`src/rtl/psu_tach_monitor_pkg.sv`:
```
// rtl/psu_tach_monitor_pkg.sv - shared types, defaults and helpers for the PSU tach monitor
package psu_tach_monitor_pkg;

    localparam int DEF_WINDOW_STROBES = 64;
    localparam int DEF_QUAL_WINDOWS   = 3;
    localparam int DEF_FILTER_LEN     = 3;

    typedef enum logic [1:0] {
        ST_IDLE    = 2'd0,
        ST_SETTLE  = 2'd1,
        ST_MEASURE = 2'd2
    } tach_state_t;

    typedef enum logic [1:0] {
        CLS_OK   = 2'd0,
        CLS_LOW  = 2'd1,
        CLS_HIGH = 2'd2
    } tach_class_t;

    // LOW wins over HIGH so an inverted limit pair can never raise both flags
    function automatic tach_class_t classify(input logic [7:0] count,
                                             input logic [7:0] low_limit,
                                             input logic [7:0] high_limit);
        if (count < low_limit)  return CLS_LOW;
        if (count > high_limit) return CLS_HIGH;
        return CLS_OK;
    endfunction

    function automatic logic [1:0] qual_inc(input logic [1:0] q);
        return (q == 2'b11) ? q : q + 2'd1;
    endfunction

endpackage

```
`src/rtl/psu_tach_monitor_if.sv`:
```
// rtl/psu_tach_monitor_if.sv - control, limit and result signals of one PSU tach monitor
interface psu_tach_monitor_if;
    logic       Strobe16ms;
    logic       TachEnable;
    logic       PSU1_Tach;
    logic [7:0] TachLowLimit;
    logic [7:0] TachHighLimit;
    logic       PSU1_Tach_Low;
    logic       PSU1_Tach_High;
    logic [7:0] TachCount;
    logic       TachValid;

    modport master (
        output Strobe16ms, TachEnable, PSU1_Tach, TachLowLimit, TachHighLimit,
        input  PSU1_Tach_Low, PSU1_Tach_High, TachCount, TachValid
    );

    modport slave (
        input  Strobe16ms, TachEnable, PSU1_Tach, TachLowLimit, TachHighLimit,
        output PSU1_Tach_Low, PSU1_Tach_High, TachCount, TachValid
    );
endinterface

```
`src/rtl/psu_tach_monitor_tach_filter.sv`:
```
// rtl/psu_tach_monitor_tach_filter.sv - tach synchronizer, glitch filter and rising-edge detector
module tach_filter
    import psu_tach_monitor_pkg::*;
#(
    parameter int FILTER_LEN = DEF_FILTER_LEN
) (
    input  logic clk,
    input  logic rst,
    input  logic tach_raw,
    output logic tach_rise
);
    localparam int CW = $clog2(FILTER_LEN + 1);

    logic [1:0]    sync_q, sync_d;
    logic          level_q, level_d;
    logic [CW-1:0] run_q, run_d;
    logic          rise_q, rise_d;

    always_comb begin
        sync_d  = {sync_q[0], tach_raw};
        level_d = level_q;
        run_d   = '0;
        // run_q counts consecutive synchronized samples disagreeing with the accepted level
        if (sync_q[1] != level_q) begin
            if (int'(run_q) + 1 >= FILTER_LEN) level_d = ~level_q;
            else                               run_d   = run_q + 1'b1;
        end
        rise_d = level_d & ~level_q;
    end

    always_ff @(posedge clk or posedge rst) begin
        if (rst) begin
            sync_q  <= '0;
            level_q <= 1'b0;
            run_q   <= '0;
            rise_q  <= 1'b0;
        end else begin
            sync_q  <= sync_d;
            level_q <= level_d;
            run_q   <= run_d;
            rise_q  <= rise_d;
        end
    end

    assign tach_rise = rise_q;

endmodule

```
`src/rtl/psu_tach_monitor.sv`:
```
// rtl/psu_tach_monitor.sv - windowed PSU fan tach counter with qualified under/over-speed flags
module psu_tach_monitor
    import psu_tach_monitor_pkg::*;
#(
    parameter int WINDOW_STROBES = DEF_WINDOW_STROBES,
    parameter int QUAL_WINDOWS   = DEF_QUAL_WINDOWS,
    parameter int FILTER_LEN     = DEF_FILTER_LEN
) (
    input logic                SlowClock,
    input logic                Reset,
    psu_tach_monitor_if.slave  bus
);
    localparam int WW = (WINDOW_STROBES > 1) ? $clog2(WINDOW_STROBES) : 1;

    tach_state_t   state_q, state_d;
    logic [WW-1:0] win_q, win_d;
    logic [7:0]    pcnt_q, pcnt_d;
    logic [7:0]    count_q, count_d;
    logic          valid_q, valid_d;
    logic          low_q, low_d;
    logic          high_q, high_d;
    logic [1:0]    lqual_q, lqual_d;
    logic [1:0]    hqual_q, hqual_d;

    logic          pulse;
    logic          win_last;
    logic          win_end;
    logic [7:0]    count_final;
    tach_class_t   cls;

    tach_filter #(.FILTER_LEN(FILTER_LEN)) u_filter (
        .clk       (SlowClock),
        .rst       (Reset),
        .tach_raw  (bus.PSU1_Tach),
        .tach_rise (pulse)
    );

    assign win_last    = (int'(win_q) == WINDOW_STROBES - 1);
    assign win_end     = bus.Strobe16ms && win_last;
    assign count_final = (pulse && pcnt_q != 8'hFF) ? pcnt_q + 8'd1 : pcnt_q;
    assign cls         = classify(count_final, bus.TachLowLimit, bus.TachHighLimit);

    always_comb begin
        state_d = state_q;
        win_d   = win_q;
        pcnt_d  = pcnt_q;
        count_d = count_q;
        valid_d = valid_q;
        low_d   = low_q;
        high_d  = high_q;
        lqual_d = lqual_q;
        hqual_d = hqual_q;

        if (!bus.TachEnable) begin
            state_d = ST_IDLE;
            win_d   = '0;
            pcnt_d  = '0;
            count_d = '0;
            valid_d = 1'b0;
            low_d   = 1'b0;
            high_d  = 1'b0;
            lqual_d = '0;
            hqual_d = '0;
        end else begin
            case (state_q)
                ST_IDLE: begin
                    state_d = ST_SETTLE;
                    win_d   = '0;
                    pcnt_d  = '0;
                end
                default: begin
                    pcnt_d = count_final;
                    if (bus.Strobe16ms) win_d = win_last ? '0 : win_q + 1'b1;
                    if (win_end) begin
                        // a pulse on the closing cycle also opens the next window
                        pcnt_d  = {7'd0, pulse};
                        state_d = ST_MEASURE;
                        if (state_q == ST_MEASURE) begin
                            count_d = count_final;
                            valid_d = 1'b1;
                            lqual_d = (cls == CLS_LOW)  ? qual_inc(lqual_q) : 2'd0;
                            hqual_d = (cls == CLS_HIGH) ? qual_inc(hqual_q) : 2'd0;
                            low_d   = (cls == CLS_LOW)  && (int'(qual_inc(lqual_q)) >= QUAL_WINDOWS);
                            high_d  = (cls == CLS_HIGH) && (int'(qual_inc(hqual_q)) >= QUAL_WINDOWS);
                        end
                    end
                end
            endcase
        end
    end

    always_ff @(posedge SlowClock or posedge Reset) begin
        if (Reset) begin
            state_q <= ST_IDLE;
            win_q   <= '0;
            pcnt_q  <= '0;
            count_q <= '0;
            valid_q <= 1'b0;
            low_q   <= 1'b0;
            high_q  <= 1'b0;
            lqual_q <= '0;
            hqual_q <= '0;
        end else begin
            state_q <= state_d;
            win_q   <= win_d;
            pcnt_q  <= pcnt_d;
            count_q <= count_d;
            valid_q <= valid_d;
            low_q   <= low_d;
            high_q  <= high_d;
            lqual_q <= lqual_d;
            hqual_q <= hqual_d;
        end
    end

    assign bus.TachCount      = count_q;
    assign bus.TachValid      = valid_q;
    assign bus.PSU1_Tach_Low  = low_q;
    assign bus.PSU1_Tach_High = high_q;

endmodule

```
`src/flat_wrapper.sv`:
```
// flat-port wrapper written by rule: the top's interface ports become plain ports
module psu_tach_monitor_flat import psu_tach_monitor_pkg::*;
#(
    parameter int WINDOW_STROBES = DEF_WINDOW_STROBES,
    parameter int QUAL_WINDOWS   = DEF_QUAL_WINDOWS,
    parameter int FILTER_LEN     = DEF_FILTER_LEN
)
  (SlowClock, Reset, bus_Strobe16ms, bus_TachEnable, bus_PSU1_Tach, bus_TachLowLimit, bus_TachHighLimit, bus_PSU1_Tach_Low, bus_PSU1_Tach_High, bus_TachCount, bus_TachValid);
  psu_tach_monitor_if bus_i ();
  input logic SlowClock;
  input logic Reset;
  input wire logic [$bits(bus_i.Strobe16ms)-1:0] bus_Strobe16ms;
  input wire logic [$bits(bus_i.TachEnable)-1:0] bus_TachEnable;
  input wire logic [$bits(bus_i.PSU1_Tach)-1:0] bus_PSU1_Tach;
  input wire logic [$bits(bus_i.TachLowLimit)-1:0] bus_TachLowLimit;
  input wire logic [$bits(bus_i.TachHighLimit)-1:0] bus_TachHighLimit;
  output wire logic [$bits(bus_i.PSU1_Tach_Low)-1:0] bus_PSU1_Tach_Low;
  output wire logic [$bits(bus_i.PSU1_Tach_High)-1:0] bus_PSU1_Tach_High;
  output wire logic [$bits(bus_i.TachCount)-1:0] bus_TachCount;
  output wire logic [$bits(bus_i.TachValid)-1:0] bus_TachValid;
  assign bus_i.Strobe16ms = bus_Strobe16ms;
  assign bus_i.TachEnable = bus_TachEnable;
  assign bus_i.PSU1_Tach = bus_PSU1_Tach;
  assign bus_i.TachLowLimit = bus_TachLowLimit;
  assign bus_i.TachHighLimit = bus_TachHighLimit;
  assign bus_PSU1_Tach_Low = bus_i.PSU1_Tach_Low;
  assign bus_PSU1_Tach_High = bus_i.PSU1_Tach_High;
  assign bus_TachCount = bus_i.TachCount;
  assign bus_TachValid = bus_i.TachValid;
  psu_tach_monitor #(.WINDOW_STROBES(WINDOW_STROBES), .QUAL_WINDOWS(QUAL_WINDOWS), .FILTER_LEN(FILTER_LEN)) u_core (.SlowClock(SlowClock), .Reset(Reset), .bus(bus_i));
endmodule
```
`config.mk`:
```
export PLATFORM = sky130hd
export DESIGN_NAME = psu_tach_monitor_flat
export DESIGN_NICKNAME = d
export VERILOG_FILES = /design/src/rtl/psu_tach_monitor_pkg.sv /design/src/rtl/psu_tach_monitor_if.sv /design/src/rtl/psu_tach_monitor_tach_filter.sv /design/src/rtl/psu_tach_monitor.sv /design/src/flat_wrapper.sv
export SDC_FILE = /design/constraint.sdc
export NUM_CORES = 1
export LEC_CHECK = 0
export CAP_MARGIN = 25
export CORE_MARGIN = 2
export CORE_UTILIZATION = 45
export CTS_BUF_LIST = sky130_fd_sc_hd__clkbuf_8
export DETAILED_ROUTE_END_ITERATION = 10
export GPL_TIMING_DRIVEN = 1
export HOLD_SLACK_MARGIN = 0.06
export MAX_ROUTING_LAYER = met4
export PLACE_DENSITY = 0.8
export SLEW_MARGIN = 20
export SYNTH_ARGS = -nofsm -noshare
export SYNTH_HDL_FRONTEND = slang
export SYNTH_HIERARCHICAL = 1
export SYNTH_SLANG_ARGS = --single-unit
```
`constraint.sdc`:
```
create_clock -name SlowClock -period 3.1 [get_ports SlowClock]
set_input_delay 0.31 -clock SlowClock [delete_from_list [all_inputs] [get_ports SlowClock]]
set_output_delay 0.31 -clock SlowClock [all_outputs]
set_load 0.01 [all_outputs]
```
==> results list <==
* PwrDens: between 300 and 400 nW/µm²
* Met2 GRT Util: 28.2%
- The total area inside the core boundary comes to around 4400 µm².
- The clock reaches the later pin of the worst-skew pair after 0.28 ns.
- Number of inserted diodes: 0
* Routability Congestion: 0.821
- Post-detailed-placement half-perimeter wirelength: between 3000 and 4000 µm
* Reg2Reg Depth: 14
* Number of sinks handled by clock tree synthesis: 37
- Leaving out fill and tap cells, the most frequent cells in the layout are dfrtp_1, clkdlybuf4s50_1, inv_1.
- After the last flow step, the layout net total stands at 291.
- Count of buffers inserted at the top-level ports: 31
- The detailed router finished its first iteration with 53 violations.
* Mean cell area of the mapped netlist: around 9.8 µm²
- Measured along the x axis, the die boundary spans roughly 70 µm.
- Setup violators final: 0
- Critical path data required time: roughly 3.3 ns
- Setup Skew: ~0.0064 ns
* Kind of critical path: reg -> reg
- Placement Cell Area: around 2500 µm²
* Worst IR drop on VDD: approximately 0.00023 V
- Clock-pin slew was measured on the worst setup and hold paths at 0.07 ns.
- Cell taking the most area after synthesis: dfrtp_1
* Total negative slack: 0 ns
- Yosys mapped a number of flops with a built-in enable equal to 0.
- In this run the remaining antenna-violating nets after routing total 0.
- Broken down by cell family, the worst path's largest delay share belongs to compound AO/OA/AOI/OAI gates.
- For the pin with the worst max-slew slack, the measured transition is ~0.97 ns.
* Vertical die dimension: approximately 72 µm
- First-pass GRT wire length: ~6700 µm
* Number of placement rows: 24
* Fill cells: 360
- For this design the top-level I/O count stands at 32.
- Critical Path Start Type: register
* Post-route DRC: 0
- Number of nets produced by synthesis: 247
- The Yosys step of the flow raised 6 warnings.
- Compared with the post-synthesis result, the final layout area differs by 27.0%.
* Total Wirelength: ~3900 µm
- Nature of the critical path endpoint: register
- In this run the worst hold path is classified as in -> async.
- The total count of hold-check failures in the final report was 0.
* CTS tree: done
- Total power for the finished layout comes to roughly 0.97 mW.
* Layer carrying the most global-route usage: met2
- Drt first pass iters: 4
- Post-cts hold buffer count: 0
- On the worst path, the slowest cell contributes a delay of 0.40 ns.
- Slowest stage cell on the critical path: dfrtp_1
- Timing analysis after detailed placement gives a worst setup slack of ~0.012 ns.
* Internal reg-to-reg setup slack: between 0.1 and 0.15 ns
- Mean number of vias per cell: slightly above 5
* Seq/Total Area, Yosys: between 40 and 50%
* Fin util: approximately three fifths
* Number of buffers and inverters on the critical path: 1
* Reg2Reg Capture Point: u_core/hqual_q[1]
* Crit share post-route: 95.4%
- The run finished with clean final reports.
- For this design the static power due to leakage is around 1.3 nW.
- Of all nets on the critical path, the largest fanout is 4.
- The root buffer cell chosen for the clock tree is clkbuf_8.
* Area of the mapped netlist: 2070 µm²
- The die covers 5150 µm².
* Most common cell after layout, fill and taps aside: dfrtp_1
- Dominant cells by area after synthesis: dfrtp_1, ha_1, inv_1
- Headroom to the max-slew limit: between 30% and 40%
* Minimum clock period after layout: 2.96 ns
- Number of antenna violations at the first check in global routing: 0
* Met1 Use GR: around a fifth
* Reported max-cap violation count: 0
- The count of pins over their slew limit was 0.
- Cells with a size suffix above 1 make up around 15% of the layout.
- The worst path meets setup with roughly 0.14 ns of slack.
* F_max: about 340 MHz
- In the final routed layout, each cell accounts on average for 12.8 µm.
- Final instance area: about 2600 µm²
* Maximum buffer depth of the clock tree: 2
- For this run, the total global-route usage over all layers was measured as 17.1%.
- Yosys reg bits: 37
- Share of synthesized flip-flops with an asynchronous set or reset: 100%
- TritonCTS Buffers: 5
- Met3 track demand over resource: under 10%
* Data arrival time of the worst path: 3.12 ns
- Among all flip-flop cells after synthesis, the most frequent one is dfrtp_1.
* Synth top area share: ~45%
- In this run the critical register-to-register path is launched from u_core/pcnt_q[1].
- The H-tree generated during clock tree synthesis spans 2 levels.
- The synthesized netlist contains 44 unique library cells.
- The initial utilization of the core area, before any placement, comes to 47.2%.
* Total global routing overflow: 0
* Number of standard cells after synthesis: 210
* Number of global-route vias before repair: around 1,600
* Largest net degree at the start of global routing: 32
- The signal on the critical path passes through ha_2, nand3_2, o21a_1, nand4_1, nor3_2, xnor2_2, inv_1, ha_1, and4_1, a21oi_2, o21ai_2, o32a_1, a41oi_2, a21oi_1.
- Count of vias placed by the detailed router: around 1,600
how the worst max path moves through the flow:
stage               depth (start not counted)             start  slack (ns)                 to
finish                                     14  u_core/pcnt_q[1]        0.14  u_core/hqual_q[1]
global route                               14  u_core/pcnt_q[1]      -0.008  u_core/hqual_q[1]
CTS                                        14  u_core/pcnt_q[1]       0.004  u_core/hqual_q[1]
detailed placement                         14  u_core/pcnt_q[1]        0.01  u_core/hqual_q[1]
global placement                           14  u_core/pcnt_q[1]        0.17  u_core/hqual_q[1]
floorplan                                  14  u_core/pcnt_q[1]        0.20  u_core/hqual_q[1]
power by group:
group / total, mW / switching [mW] / leakage, nW / internal, mW
Clock: 0.322 / 0.149 / 0.0485 / 0.173
Combinational: 0.126 / 0.0572 / 0.729 / 0.0692
Sequential: 0.526 / 0.0196 / 0.505 / 0.506
what timing repair did:
item / in CTS / in global routing
resized for setup: 0 / 10
buffers inserted: 0 / 2
setup endpoints to repair: 0 / 3
worst reg2reg max path, stage by stage (launching register included):
cell	delay, ns
dfrtp_1	0.40
ha_2	0.19
nand3_2	0.07
o21a_1	0.13
nand4_1	0.18
nor3_2	0.27
xnor2_2	0.16
inv_1	0.09
ha_1	0.29
and4_1	0.21
a21oi_2	0.13
o21ai_2	0.10
o32a_1	0.38
a41oi_2	0.16
a21oi_1	0.07
cell families (layout without fill, tap and decap cells):
family,after synthesis,count (layout),share of synthesized area [%]
and+or+nand+nor,67,67,17.7
AOI/OAI and AO/OA,40,40,14.1
DFF,37,37,44.8
buffers and inverters,32,76,5.87
adders and majority gates,16,16,9.68
xor gates and xnor gates,15,15,6.35
muxes,3,3,1.51
metal layers:
| metal | wire, µm | vias to the layer above |
|---|---|---|
| met5 | 0 | - |
| met4 | 17 | 0 |
| met3 | 151 | 2 |
| met2 | 1920 | 29 |
| met1 | 1830 | 737 |
| li1 | - | 800 |
per-stage QoR:
step | std cells | hold WS, ns
detailed placement | 297 | 0.340
global placement | 297 | 0.335
floorplan | 210 | 0.101
global route | 306 | 0.301
finish | 306 | 0.268
CTS | 304 | 0.264
flip-flops by register name, summed over array words and instances (netlist names):
register,count
u_core/win_q,6
u_core/bus.PSU1_Tach_Low,1
u_core/bus.TachCount,8
u_core/bus.PSU1_Tach_High,1
u_core/u_filter/tach_rise,1
u_core/lqual_q,2
u_core/bus.TachValid,1
u_core/u_filter/sync_q,2
u_core/u_filter/level_q,1
u_core/u_filter/run_q,2
u_core/pcnt_q,8
u_core/hqual_q,2
u_core/state_q,2
synthesized netlist by cell type (4+ instances only):
cell type and count:
dfrtp_1 37, inv_1 28, nand2_1 20, nor2_1 20, ha_1 16, o21ai_0 13, xnor2_1 10, a21oi_1 7
xor2_1 5, nor2b_1 4
area by class of cell:
class                   count  area [µm²]  area share (%)
multi-input cells         141        1060            40.3
flip-flops and latches     37         926            35.3
repair buffers             41         385            14.7
inverters                  28         105            4.00
clock buffers               6        82.6            3.14
well taps                  52        65.1            2.48
clock inverters             1        3.75           0.143
(Power assumes the default switching activity.)
